===== config.mk =====
export PLATFORM = sky130hd
export DESIGN_NAME = atax_stream_loader
export DESIGN_NICKNAME = d
export VERILOG_FILES = /design/src/rtl/atax_pkg.sv /design/src/rtl/atax_stream_loader.sv
export SDC_FILE = /design/constraint.sdc
export NUM_CORES = 1
export LEC_CHECK = 0
export ABC_CLOCK_PERIOD_IN_PS = 2850
export CORE_ASPECT_RATIO = 1.75
export CORE_MARGIN = 2
export CORE_UTILIZATION = 34
export DETAILED_ROUTE_END_ITERATION = 8
export GPL_ROUTABILITY_DRIVEN = 1
export PLACE_DENSITY = 0.86
export SLEW_MARGIN = 25
export SYNTH_ARGS = -nofsm -noshare
export SYNTH_HDL_FRONTEND = slang
export SYNTH_SLANG_ARGS = --single-unit

===== constraint.sdc =====
create_clock -name clk -period 2.85 [get_ports clk]
set_clock_uncertainty 0.15 [all_clocks]
set_input_delay 0.7125 -clock clk [delete_from_list [all_inputs] [get_ports clk]]
set_output_delay 0.7125 -clock clk [all_outputs]
set_load 0.02 [all_outputs]

===== src/rtl/atax_pkg.sv =====
`default_nettype none
// ============================================================================
// Module  : atax_pkg
// Brief   : Shared sizes and FSM state encoding for the ATAX stream loader.
// Revision: 1.0 - initial release
// ============================================================================
package atax_pkg;

    localparam int ATAX_N       = 4;
    localparam int ATAX_DATA_W  = 32;
    localparam int ATAX_VADDR_W = 2;
    localparam int ATAX_MADDR_W = 4;

    // Nine states do not fit in three bits, so the binary form uses four.
    localparam bit ONE_HOT = 1'b0;
    localparam int STATE_W = ONE_HOT ? 9 : 4;

    function automatic logic [STATE_W-1:0] state_code(input int idx);
        return ONE_HOT ? (STATE_W'(1) << idx) : STATE_W'(idx);
    endfunction

    localparam logic [STATE_W-1:0] c_st_idle     = state_code(0);
    localparam logic [STATE_W-1:0] c_st_load_x   = state_code(1);
    localparam logic [STATE_W-1:0] c_st_load_a   = state_code(2);
    localparam logic [STATE_W-1:0] c_st_start    = state_code(3);
    localparam logic [STATE_W-1:0] c_st_wait     = state_code(4);
    localparam logic [STATE_W-1:0] c_st_rd_issue = state_code(5);
    localparam logic [STATE_W-1:0] c_st_rd_wait  = state_code(6);
    localparam logic [STATE_W-1:0] c_st_rd_hold  = state_code(7);
    localparam logic [STATE_W-1:0] c_st_fin      = state_code(8);

endpackage
`default_nettype wire


===== src/rtl/atax_stream_loader.sv =====
`default_nettype none
// ============================================================================
// Module  : atax_stream_loader
// Brief   : Loads x and A into the ATAX kernel RAMs from a word stream, runs
//           the kernel, then drains the y RAM as a word stream.
// Revision: 1.0 - initial release
// ============================================================================
module atax_stream_loader
    import atax_pkg::*;
#(
    parameter int N       = ATAX_N,
    parameter int DATA_W  = ATAX_DATA_W,
    parameter int VADDR_W = ATAX_VADDR_W,
    parameter int MADDR_W = ATAX_MADDR_W
) (
    input  logic               clk,
    input  logic               reset,
    input  logic               go,
    output logic               busy,
    output logic               done,
    input  logic [DATA_W-1:0]  s_data,
    input  logic               s_valid,
    output logic               s_ready,
    output logic [DATA_W-1:0]  m_data,
    output logic               m_valid,
    input  logic               m_ready,
    output logic               k_start,
    input  logic               k_finish,
    output logic               x_we,
    output logic               x_en,
    output logic [VADDR_W-1:0] x_addr,
    output logic [DATA_W-1:0]  x_wdata,
    output logic               a_we,
    output logic               a_en,
    output logic [MADDR_W-1:0] a_addr,
    output logic [DATA_W-1:0]  a_wdata,
    output logic               y_en,
    output logic [VADDR_W-1:0] y_addr,
    input  logic [DATA_W-1:0]  y_rdata
);

    localparam logic [MADDR_W-1:0] c_last_v = MADDR_W'(N - 1);
    localparam logic [MADDR_W-1:0] c_last_a = MADDR_W'(N * N - 1);

    logic [STATE_W-1:0] r_state;
    logic [MADDR_W-1:0] r_cnt;
    logic               r_m_valid;
    logic [DATA_W-1:0]  r_m_data;

    logic w_load_x;
    logic w_load_a;
    logic w_x_wr;
    logic w_a_wr;

    assign w_load_x = (r_state == c_st_load_x);
    assign w_load_a = (r_state == c_st_load_a);
    assign w_x_wr   = w_load_x & s_valid;
    assign w_a_wr   = w_load_a & s_valid;

    // RAM writes follow the stream handshake in the same cycle; the ports
    // are forced to zero whenever no write is happening.
    assign s_ready = w_load_x | w_load_a;
    assign x_en    = w_x_wr;
    assign x_we    = w_x_wr;
    assign x_addr  = w_x_wr ? r_cnt[VADDR_W-1:0] : '0;
    assign x_wdata = w_x_wr ? s_data : '0;
    assign a_en    = w_a_wr;
    assign a_we    = w_a_wr;
    assign a_addr  = w_a_wr ? r_cnt : '0;
    assign a_wdata = w_a_wr ? s_data : '0;

    assign y_en    = (r_state == c_st_rd_issue);
    assign y_addr  = y_en ? r_cnt[VADDR_W-1:0] : '0;
    assign k_start = (r_state == c_st_start);
    assign done    = (r_state == c_st_fin);
    assign busy    = (r_state != c_st_idle);
    assign m_valid = r_m_valid;
    assign m_data  = r_m_data;

    always_ff @(posedge clk) begin
        if (reset) begin
            r_state   <= c_st_idle;
            r_cnt     <= '0;
            r_m_valid <= 1'b0;
            r_m_data  <= '0;
        end else begin
            case (r_state)
                c_st_idle: begin
                    if (go) begin
                        r_state <= c_st_load_x;
                        r_cnt   <= '0;
                    end
                end
                c_st_load_x: begin
                    if (s_valid) begin
                        if (r_cnt == c_last_v) begin
                            r_cnt   <= '0;
                            r_state <= c_st_load_a;
                        end else begin
                            r_cnt <= r_cnt + 1'b1;
                        end
                    end
                end
                c_st_load_a: begin
                    if (s_valid) begin
                        if (r_cnt == c_last_a) begin
                            r_cnt   <= '0;
                            r_state <= c_st_start;
                        end else begin
                            r_cnt <= r_cnt + 1'b1;
                        end
                    end
                end
                c_st_start: begin
                    // k_finish is not looked at here, only from WAIT onward.
                    r_state <= c_st_wait;
                end
                c_st_wait: begin
                    if (k_finish) begin
                        r_cnt   <= '0;
                        r_state <= c_st_rd_issue;
                    end
                end
                c_st_rd_issue: begin
                    r_state <= c_st_rd_wait;
                end
                c_st_rd_wait: begin
                    r_m_data  <= y_rdata;
                    r_m_valid <= 1'b1;
                    r_state   <= c_st_rd_hold;
                end
                c_st_rd_hold: begin
                    if (m_ready) begin
                        r_m_valid <= 1'b0;
                        if (r_cnt == c_last_v) begin
                            r_cnt   <= '0;
                            r_state <= c_st_fin;
                        end else begin
                            r_cnt   <= r_cnt + 1'b1;
                            r_state <= c_st_rd_issue;
                        end
                    end
                end
                c_st_fin: begin
                    r_state <= c_st_idle;
                end
                default: begin
                    r_state   <= c_st_idle;
                    r_cnt     <= '0;
                    r_m_valid <= 1'b0;
                end
            endcase
        end
    end

endmodule
`default_nettype wire

==> summary.log, run 1 <==
[critical_path] kind of end point of the critical path output pin
[global_routing] overall overflow remaining after global route 0
[drt] post-route DRC violation count 0
[synthesis] top cell type by total area after synthesis sky130_fd_sc_hd__dfxtp_1
[clock_network] clock sink total 41
[worst_hold_path] type of the tightest min-delay check reg2reg
[clock_network] Clock Tree Buf Depth 2
[clock_network] H-tree depth 2
[floorplan] initial core utilization 34.7%
[status] result of the run finished clean
[timing] max-slew headroom at the worst pin 72.8%
[floorplan] IO Pins 184
[place] standard cell area after detailed placement 4280 um2
[worst_hold_path] startpoint of the worst hold path m_data[13]
[critical_path] Crit path max-delay family buffers and inverters
[clock_network] number of buffers created by CTS 5
[floorplan] total number of placement rows 40
[drt] drt first-iter violations 72
[drt] average detailed-routed wire length per instance 14.7 um
[synthesis] number of enable flip-flop cells after synthesis 0
[critical_path] critical path arrival 1900 ps
[clock_network] later-pin clock latency in the skew report 280 ps
[drt] total detailed-routing wirelength 8450 um
[critical_path] required time of the critical path 1990 ps
[critical_path] worst path cell trace dlygate4sd2_1 > and3_4 > bufbuf_16 > and2_1 > clkdlybuf4s15_2
[critical_path] launching element of the worst setup path s_valid
[critical_path] CP Capture Point x_addr[0]
[place] post-detailed-placement half-perimeter wirelength 6530 um
[clock_network] hold-fix buffer count after cts 0
[synthesis] share of flip-flops with an asynchronous set or reset after synthesis 0%
[synthesis] average cell area after synthesis 7.54 um2
[synthesis] top post-synthesis cells by area sky130_fd_sc_hd__dfxtp_1 (35%), sky130_fd_sc_hd__and3_1 (11%), sky130_fd_sc_hd__nand2_1 (11%)
[synthesis] cell with the most instances after synthesis sky130_fd_sc_hd__nand2_1
[global_routing] maximum number of pins on one net before global-route repair 38
[pwr] leak pwr 2.10 nW
[place] Port-buffer cells 183
[synthesis] number of cells produced by synthesis 313
[clock_network] cell at the root of the clock tree sky130_fd_sc_hd__clkbuf_16
[cells_and_area] number of nets at the end of the flow 560
[floorplan] Core ar. 6810 um2
[clock_network] Reg clk slew, reported paths 60 ps
[synthesis] sequential-to-total area share from yosys stat 34.8%
[critical_path] class of the most critical setup path in2out
[critical_path] critical path startpoint category input port
[pwr] post-route total power 2.19 mW
[synthesis] number of storage elements in the synthesis netlist 41
[critical_path] maximum fanout along the worst path 18
[global_routing] number of global-route vias before repair 2767
[critical_path] Worst Reg2Reg Path Length in Cells 6
[cells_and_area] Non-Filler Cell Area, Final 4450 um2
[cells_and_area] Inserted Diodes 0
[synthesis] count of cell types in the netlist 42
[timing] number of failing hold endpoints at the final stage 0
[floorplan] die area 7650 um2
[cells_and_area] fraction of final layout cells with drive strength greater than 1 11.4%
[floorplan] height of the die 114 um
[critical_path] Worst R2R End r_state[2]
[place] final weighted congestion in routability-driven placement 0.869
[timing] Sum Neg Setup Slack 0 ps
[pwr] worst ir drop on vdd 0.380 mV
[drt] number of iterations in the first detailed-routing pass 4
[clock_network] number of buffers added for setup after CTS 0
[pwr] Pwr Density 491 nW/um2
[synthesis] cell types with the highest counts after synthesis sky130_fd_sc_hd__nand2_1 (66), sky130_fd_sc_hd__dfxtp_1 (41), sky130_fd_sc_hd__and3_1 (40)
[drt] Antenna Nets Post-Route 0
[critical_path] Reg-to-Reg Start r_cnt[1]
[critical_path] Crit. path cell count 5
[synthesis] fraction of post-synthesis cell area in the top cell type by area 34.8%
[drt] number of vias per cell 4.97
[job] reported max-cap violation count 0
[global_routing] wire length of the first global-routing pass 12900 um
[clock_network] TritonCTS clock tree built
[synthesis] synthesized net count 384
[timing] Highest Clock Rate 0.362 GHz
[timing] crit path time final 2760 ps
[timing] final setup vio count 0
[critical_path] delay of the slowest cell on the worst path 290 ps
[synthesis] post-synth design cell area 2360 um2
[timing] post-route clock period utilization 96.8%
[global_routing] All-Layer GR Usage 21.9%
[synthesis] yosys synthesis warning count 0
[critical_path] cell with the largest stage delay on the worst path sky130_fd_sc_hd__bufbuf_16
[global_routing] antenna violations before repair 0
[synthesis] dominant register cell in the synthesized netlist sky130_fd_sc_hd__dfxtp_1
[timing] Slew @ Worst Pin 406 ps
[drt] via count 2852
[timing] unrepaired setup endpoints after global routing no
[critical_path] FF-to-FF setup slack 420 ps
[timing] Max Slew Vio Count 0
[floorplan] die boundary width 67.0 um
[critical_path] count of buffer and inverter cells on the critical path 3
[cells_and_area] Area growth, synth to finish 88.6%
==> registers in the layout, indices dropped and copies added (netlist names) <==
| name | flops |
|---|---|
| r_cnt | 4 |
| m_valid | 1 |
| r_state | 4 |
| m_data | 32 |
==> how the worst min path moves through the flow <==
stage               depth (start not counted)  slack [ps]          to
global route                                2         330   m_data[2]
global placement                            2         290  m_data[25]
floorplan                                   2         370    r_cnt[1]
finish                                      2         310  m_data[13]
detailed placement                          2         300  m_data[28]
CTS                                         2         310  m_data[13]
==> cell families (layout without fill, tap and decap cells) <==
logic type / Yosys count / after routing / share of synthesized area, %
and+or+nand+nor: 178 / 178 / 40.4
AOI/OAI and AO/OA: 52 / 52 / 13.4
DFF: 41 / 41 / 34.8
buffers and inverters: 35 / 212 / 8.49
xor gates and xnor gates: 3 / 3 / 1.11
muxes: 3 / 3 / 1.27
adders and majority gates: 1 / 1 / 0.530
==> tightest hold or removal path, cell delays in order (launching register included) <==
cell and delay [ps]:
sky130_fd_sc_hd__dfxtp_1 310, sky130_fd_sc_hd__nand2_1 50, sky130_fd_sc_hd__a21oi_1 50
==> area by class of cell <==
cell class	instances	area, um2
fillers	564	2360
repair buffers	203	2000
multi-input cells	237	1350
flip-flops and latches	41	821
clock buffers	6	129
well taps	84	105
clock inverters	2	38.8
inverters	1	3.75
==> cells in the final DEF (no fill, tap or decap), drive strengths merged, types with 2 or more instances in the layout <==
cell type | synthesis | final
dlygate4sd2 | 0 | 53
a32oi | 2 | 2
dlymetal6s2s | 0 | 5
nor4b | 2 | 2
nand2 | 66 | 66
o21ai | 3 | 3
buf | 10 | 20
dfxtp | 41 | 41
nor2 | 10 | 10
and3b | 2 | 2
and2 | 37 | 37
nor3 | 3 | 3
clkbuf | 23 | 6
or4b | 2 | 2
nor2b | 2 | 2
and3 | 40 | 40
clkdlybuf4s50 | 0 | 105
xnor2 | 2 | 2
mux2i | 3 | 3
nand3 | 8 | 8
a21oi | 38 | 38
clkdlybuf4s15 | 0 | 19
==> power by group <==
group	internal [mW]	switching (mW)	leakage (nW)
Clock	0.415	0.223	0.0810
Sequential	0.590	0.0217	0.330
Combinational	0.462	0.475	1.69
==> through the flow <==
step | hold slack, ps | std cells | setup WS [ps] | utilization (%)
CTS | 307 | 574 | 6.72 | 65.2
finish | 306 | 574 | 90.4 | 65.4
floorplan | 371 | 313 | 238 | -
global route | 334 | 574 | 31.4 | 65.4
global placement | 292 | 565 | -324 | 62.8
detailed placement | 300 | 565 | -405 | 62.8
==> what timing repair did <==
| item | CTS | global route |
|---|---|---|
| resized for setup | 116 | 5 |
| gates cloned | 1 | 0 |
| setup endpoints to repair | 74 | 5 |
| pin swaps | 1 | 0 |
==> routing by layer <==
layer / global-route usage [%] / routed length [um] / vias to the layer above
met4: 8.57 / 190 / 0
li1: - / - / 1411
met2: 43.7 / 4700 / 149
met3: 7.77 / 933 / 16
met5: 0 / 0 / -
met1: 18.6 / 2620 / 1276
No activity file was read; power rests on OpenSTA's default activity.
==> run 2: changes to the inputs <==
--- a/config.mk
+++ b/config.mk
@@ -7,7 +7,7 @@
 export LEC_CHECK = 0
 export ABC_CLOCK_PERIOD_IN_PS = 2850
 export CORE_ASPECT_RATIO = 1.75
-export CORE_MARGIN = 2
+export CORE_MARGIN = 1.5
 export CORE_UTILIZATION = 34
 export DETAILED_ROUTE_END_ITERATION = 8
 export GPL_ROUTABILITY_DRIVEN = 1
@@ -16,3 +16,4 @@
 export SYNTH_ARGS = -nofsm -noshare
 export SYNTH_HDL_FRONTEND = slang
 export SYNTH_SLANG_ARGS = --single-unit
+export TNS_END_PERCENT = 100
==> run 2 against run 1 <==
  * Setup slack worse by 47 ps
  * Largest cell class unchanged
  * Hold slack worse by 2.7 ps
  * Clock-buffer cell count stayed put
  * Cell count is 0.52% lower
  * Fmax is 1.7% lower
  * Largest power group unchanged
  * First-iteration DRC count is 18% higher
  * Total power is 1.3% lower
  * Clock power is 2% higher
  * Non-clock buffer count is 3 lower
==> summary.log, run 2 (synthesized netlist as in run 1, its figures left out) <==
[status] result of the run finished clean
[clock_network] later-pin clock latency in the skew report 270 ps
[cells_and_area] Non-Filler Cell Area, Final 4260 um2
[clock_network] H-tree depth 2
[floorplan] Core ar. 6810 um2
[critical_path] critical path startpoint category input port
[timing] post-route clock period utilization 98.5%
[pwr] Pwr Density 506 nW/um2
[floorplan] die boundary width 66.0 um
[timing] Highest Clock Rate 0.356 GHz
[critical_path] critical path arrival 1940 ps
[clock_network] number of buffers created by CTS 5
[pwr] worst ir drop on vdd 0.482 mV
[floorplan] initial core utilization 34.7%
[cells_and_area] most used cells in the layout excluding fill and tap cells sky130_fd_sc_hd__clkdlybuf4s50_1 (106), sky130_fd_sc_hd__nand2_1 (66), sky130_fd_sc_hd__dfxtp_1 (41)
[cells_and_area] number of nets at the end of the flow 557
[global_routing] overall overflow remaining after global route 0
[pwr] leak pwr 2.02 nW
[worst_hold_path] type of the tightest min-delay check reg2reg
[place] final weighted congestion in routability-driven placement 0.790
[cells_and_area] Final Non-Filler Cells 571
[timing] hold_ws 304 ps
[clock_network] TritonCTS clock tree built
[clock_network] clock sink total 41
[critical_path] kind of end point of the critical path output pin
[cells_and_area] fraction of final layout cells with drive strength greater than 1 14.2%
[cells_and_area] filler cell count in the final layout 633
[drt] via count 2809
[timing] Max Slew Vio Count 0
[critical_path] cell with the largest stage delay on the worst path sky130_fd_sc_hd__clkdlybuf4s50_1
[timing] Slew @ Worst Pin 420 ps
[pwr] post-route total power 2.16 mW
[critical_path] maximum fanout along the worst path 38
[floorplan] height of the die 113 um
[place] Port-buffer cells 183
[critical_path] class of the most critical setup path in2out
[floorplan] total number of placement rows 40
[global_routing] wire length of the first global-routing pass 12400 um
[drt] number of iterations in the first detailed-routing pass 4
[global_routing] All-Layer GR Usage 20.9%
[cells_and_area] footprint of the flip-flops and latches 821 um2
[cells_and_area] most frequent standard cell in the layout excluding fill and tap cells sky130_fd_sc_hd__clkdlybuf4s50_1
[critical_path] delay of the slowest cell on the worst path 510 ps
[critical_path] worst path cell trace clkdlybuf4s50_1 > buf_8 > and3_1 > clkdlybuf4s15_1
[drt] total detailed-routing wirelength 8390 um
[clock_network] Clock Tree Buf Depth 2
[critical_path] required time of the critical path 1990 ps
[timing] Sum Neg Setup Slack 0 ps
[cells_and_area] post-layout utilization of the core 62.6%
[job] reported max-cap violation count 0
[timing] max-slew headroom at the worst pin 71.8%
[timing] crit path time final 2810 ps
[clock_network] cell at the root of the clock tree sky130_fd_sc_hd__clkbuf_16
[cells_and_area] Inserted Diodes 0
[drt] drt first-iter violations 85
[cells_and_area] Area growth, synth to finish 80.8%
[global_routing] maximum number of pins on one net before global-route repair 42
[place] standard cell area after detailed placement 4260 um2
[drt] post-route DRC violation count 0
[timing] post-layout worst setup margin 43.6 ps
[clock_network] number of buffers added for setup after CTS 0
[cells_and_area] multi-input logic area 1350 um2
[global_routing] antenna violations before repair 0
[place] setup slack after placement -331 ps
[floorplan] die area 7470 um2
[floorplan] IO Pins 184
[drt] number of vias per cell 4.92
[critical_path] FF-to-FF setup slack 470 ps
[place] post-detailed-placement half-perimeter wirelength 6500 um
[timing] number of failing hold endpoints at the final stage 0
[global_routing] number of global-route vias before repair 2633
[timing] final setup vio count 0
[timing] unrepaired setup endpoints after global routing no
[place] number of cells in the design after placement 563
[drt] Antenna Nets Post-Route 0
[drt] average detailed-routed wire length per instance 14.7 um
[clock_network] Reg clk slew, reported paths 60 ps
[cells_and_area] number of flip-flops under the largest register name 32
==> run 2: cell types whose count changed in the layout (fill, tap and decap cells not counted), moves of 2 or more <==
| cell | before | now |
|---|---|---|
| sky130_fd_sc_hd__clkdlybuf4s15_2 | 19 | 1 |
| sky130_fd_sc_hd__dlygate4sd2_1 | 53 | 23 |
| sky130_fd_sc_hd__clkdlybuf4s15_1 | 0 | 14 |
| sky130_fd_sc_hd__buf_4 | 16 | 14 |
| sky130_fd_sc_hd__clkbuf_2 | 0 | 5 |
| sky130_fd_sc_hd__buf_2 | 1 | 29 |
==> run 2: final timing paths <==
check | startpoint | end | cells after the start
setup reg to reg | r_cnt[0] | r_state[2] | 6
hold / removal | m_data[16] | m_data[16] | 2
setup / recovery | s_valid | a_wdata[16] | 4
hold reg to reg | m_data[16] | m_data[16] | 2
==> run 2: critical path, delay by kind of cell <==
kind | cells | cell delay (ps)
buf+inv | 3 | 1030
simple gates | 1 | 180
==> run 2: area by class of cell <==
type | count | share of cell area, %
sequential | 41 | 19.2
clock buffer | 6 | 3.26
timing repair buffer | 200 | 42.4
inverter | 1 | 0.0880
multi-input combinational | 237 | 31.7
tap | 84 | 2.46
clock inverter | 2 | 0.880
==> run 2: layer usage <==
metal  global-route usage [%]  wire [um]
met5                        0          0
met4                     7.62        178
met3                     6.36        905
met2                     41.4       4550
met1                     19.0       2750
==> run 2: where the power goes <==
part           switching (mW)  internal (mW)
clock network           0.214          0.436
registers              0.0207          0.590
logic                   0.474          0.424
total                   0.709           1.45
==> run 2: what timing repair did <==
item                       4_1_cts  5_1_grt
resized for setup              137       56
setup endpoints to repair       76       58
hold buffers                     0        0
==> run 3: changes to the inputs <==
--- a/config.mk
+++ b/config.mk
@@ -5,14 +5,14 @@
 export SDC_FILE = /design/constraint.sdc
 export NUM_CORES = 1
 export LEC_CHECK = 0
-export ABC_CLOCK_PERIOD_IN_PS = 2850
+export ABC_CLOCK_PERIOD_IN_PS = 2780
 export CORE_ASPECT_RATIO = 1.75
 export CORE_MARGIN = 1.5
 export CORE_UTILIZATION = 34
 export DETAILED_ROUTE_END_ITERATION = 8
 export GPL_ROUTABILITY_DRIVEN = 1
 export PLACE_DENSITY = 0.86
-export SLEW_MARGIN = 25
+export SLEW_MARGIN = 20
 export SYNTH_ARGS = -nofsm -noshare
 export SYNTH_HDL_FRONTEND = slang
 export SYNTH_SLANG_ARGS = --single-unit
==> constraint.sdc (replaced) <==
create_clock -name clk -period 2.78 [get_ports clk]
set_clock_uncertainty 0.15 [all_clocks]
set_input_delay 0.695 -clock clk [delete_from_list [all_inputs] [get_ports clk]]
set_output_delay 0.695 -clock clk [all_outputs]
set_load 0.02 [all_outputs]
==> run 3 against run 2 <==
  * Wire length grew 0.83%
  * Design area grew 0.73%
  * Highest routed layer unchanged
  * Clock power grew 3.5%
  * Setup slack gained 21 ps
  * Register-to-register slack lost 40 ps
  * Largest power group unchanged
  * First-iteration DRC count grew 8.2%
  * Combinational power grew 8.4%
==> summary.log, run 3 (synthesized netlist as in run 1, its figures left out) <==
[status] result of the run finished clean
[global_routing] number of global-route vias before repair 2667
[timing] Max Slew Vio Count 0
[place] Port-buffer cells 183
[cells_and_area] post-layout utilization of the core 63.1%
[floorplan] total number of placement rows 40
[timing] post-route clock period utilization 97.7%
[worst_hold_path] type of the tightest min-delay check reg2reg
[floorplan] Core ar. 6810 um2
[critical_path] maximum fanout along the worst path 15
[drt] number of iterations in the first detailed-routing pass 4
[clock_network] Clock Tree Buf Depth 2
[floorplan] die area 7470 um2
[place] post-detailed-placement half-perimeter wirelength 6490 um
[floorplan] die boundary width 66.0 um
[clock_network] hold-fix buffer count after cts 0
[job] reported max-cap violation count 0
[timing] number of failing hold endpoints at the final stage 0
[cells_and_area] Area growth, synth to finish 82.1%
[pwr] worst ir drop on vdd 0.600 mV
[timing] crit path time final 2720 ps
[floorplan] IO Pins 184
[global_routing] overall overflow remaining after global route 0
[clock_network] cell at the root of the clock tree sky130_fd_sc_hd__clkbuf_16
[drt] post-route DRC violation count 0
[place] final weighted congestion in routability-driven placement 0.785
[place] setup slack after placement -383 ps
[critical_path] required time of the critical path 1930 ps
[clock_network] clock sink total 41
[place] number of cells in the design after placement 567
[critical_path] kind of end point of the critical path output pin
[timing] hold_ws 305 ps
[floorplan] height of the die 113 um
[drt] number of vias per cell 5.01
[cells_and_area] filler cell count in the final layout 625
[global_routing] All-Layer GR Usage 22.0%
[timing] post-layout worst setup margin 64.6 ps
[clock_network] H-tree depth 2
[clock_network] Reg clk slew, reported paths 60 ps
[timing] final setup vio count 0
[timing] Highest Clock Rate 0.368 GHz
[clock_network] later-pin clock latency in the skew report 280 ps
[cells_and_area] most used cells in the layout excluding fill and tap cells sky130_fd_sc_hd__clkdlybuf4s50_1 (104), sky130_fd_sc_hd__nand2_1 (66), sky130_fd_sc_hd__dfxtp_1 (41)
[critical_path] critical path startpoint category register
[clock_network] TritonCTS clock tree built
[cells_and_area] multi-input logic area 1350 um2
[cells_and_area] number of nets at the end of the flow 563
[global_routing] antenna violations before repair 0
[clock_network] number of buffers created by CTS 5
[drt] total detailed-routing wirelength 8460 um
[cells_and_area] Final Non-Filler Cells 577
[global_routing] maximum number of pins on one net before global-route repair 42
[cells_and_area] footprint of the flip-flops and latches 821 um2
[drt] drt first-iter violations 92
[cells_and_area] Inserted Diodes 0
[pwr] Pwr Density 527 nW/um2
[critical_path] class of the most critical setup path reg2out
[cells_and_area] number of flip-flops under the largest register name 32
[timing] max-slew headroom at the worst pin 70.9%
[critical_path] critical path arrival 1870 ps
[global_routing] wire length of the first global-routing pass 13100 um
[drt] Antenna Nets Post-Route 0
[drt] average detailed-routed wire length per instance 14.7 um
[floorplan] initial core utilization 34.7%
[cells_and_area] fraction of final layout cells with drive strength greater than 1 16.4%
[cells_and_area] most frequent standard cell in the layout excluding fill and tap cells sky130_fd_sc_hd__clkdlybuf4s50_1
[pwr] leak pwr 2.00 nW
[timing] Slew @ Worst Pin 430 ps
[drt] via count 2891
-- run 3: what timing repair did --
item,4_1_cts,5_1_grt
buffers inserted,0,2
gates cloned,0,0
setup endpoints to repair,78,49
pin swaps,0,1
resized for setup,175,21
-- run 3: final cells by class --
cell class | instances | area share [%]
timing repair buffer | 206 | 42.8
multi-input combinational | 237 | 31.5
sequential | 41 | 19.1
clock buffer | 6 | 3.23
tap | 84 | 2.45
clock inverter | 2 | 0.874
inverter | 1 | 0.0874
-- run 3: where the power goes --
group          internal (mW)  leakage, nW  total (mW)  switching, mW
sequential             0.605        0.330       0.619         0.0133
combinational          0.471         1.58       0.973          0.502
clock                  0.448       0.0831       0.673          0.225
-- run 3: metrics by stage --
stage	power [mW]	TNS [ps]	cell area, um2
6_report	2.26	0	4300
5_1_grt	2.39	-35.8	4300
2_1_floorplan	1.19	0	2360
3_5_place_dp	1.66	-24160	4290
4_1_cts	2.27	-41.6	4320
3_3_place_gp	1.64	-22600	4290
-- run 3: critical path, cell delays in order (launching register included) --
cell and delay (ps):
sky130_fd_sc_hd__dfxtp_1 380, sky130_fd_sc_hd__buf_4 140, sky130_fd_sc_hd__buf_4 200, sky130_fd_sc_hd__xnor2_1 80, sky130_fd_sc_hd__nor3_1 150, sky130_fd_sc_hd__clkdlybuf4s50_1 630
-- run 3: per-layer routing --
metal	global-route usage, %	up-vias	part of all wire [%]
li1	-	1410	-
met1	20.3	1316	32
met2	43.4	151	54
met3	7.85	14	12
met4	6.26	0	1.9
met5	0	-	0
-- run 3: path summary, 6_finish.rpt --
kind | start | end | slack, ps | cells after the start
max | r_state[0] | s_ready | 60 | 5
min reg2reg | m_data[1] | m_data[1] | 310 | 2
min | m_data[1] | m_data[1] | 310 | 2
max reg2reg | r_cnt[1] | r_state[2] | 430 | 6
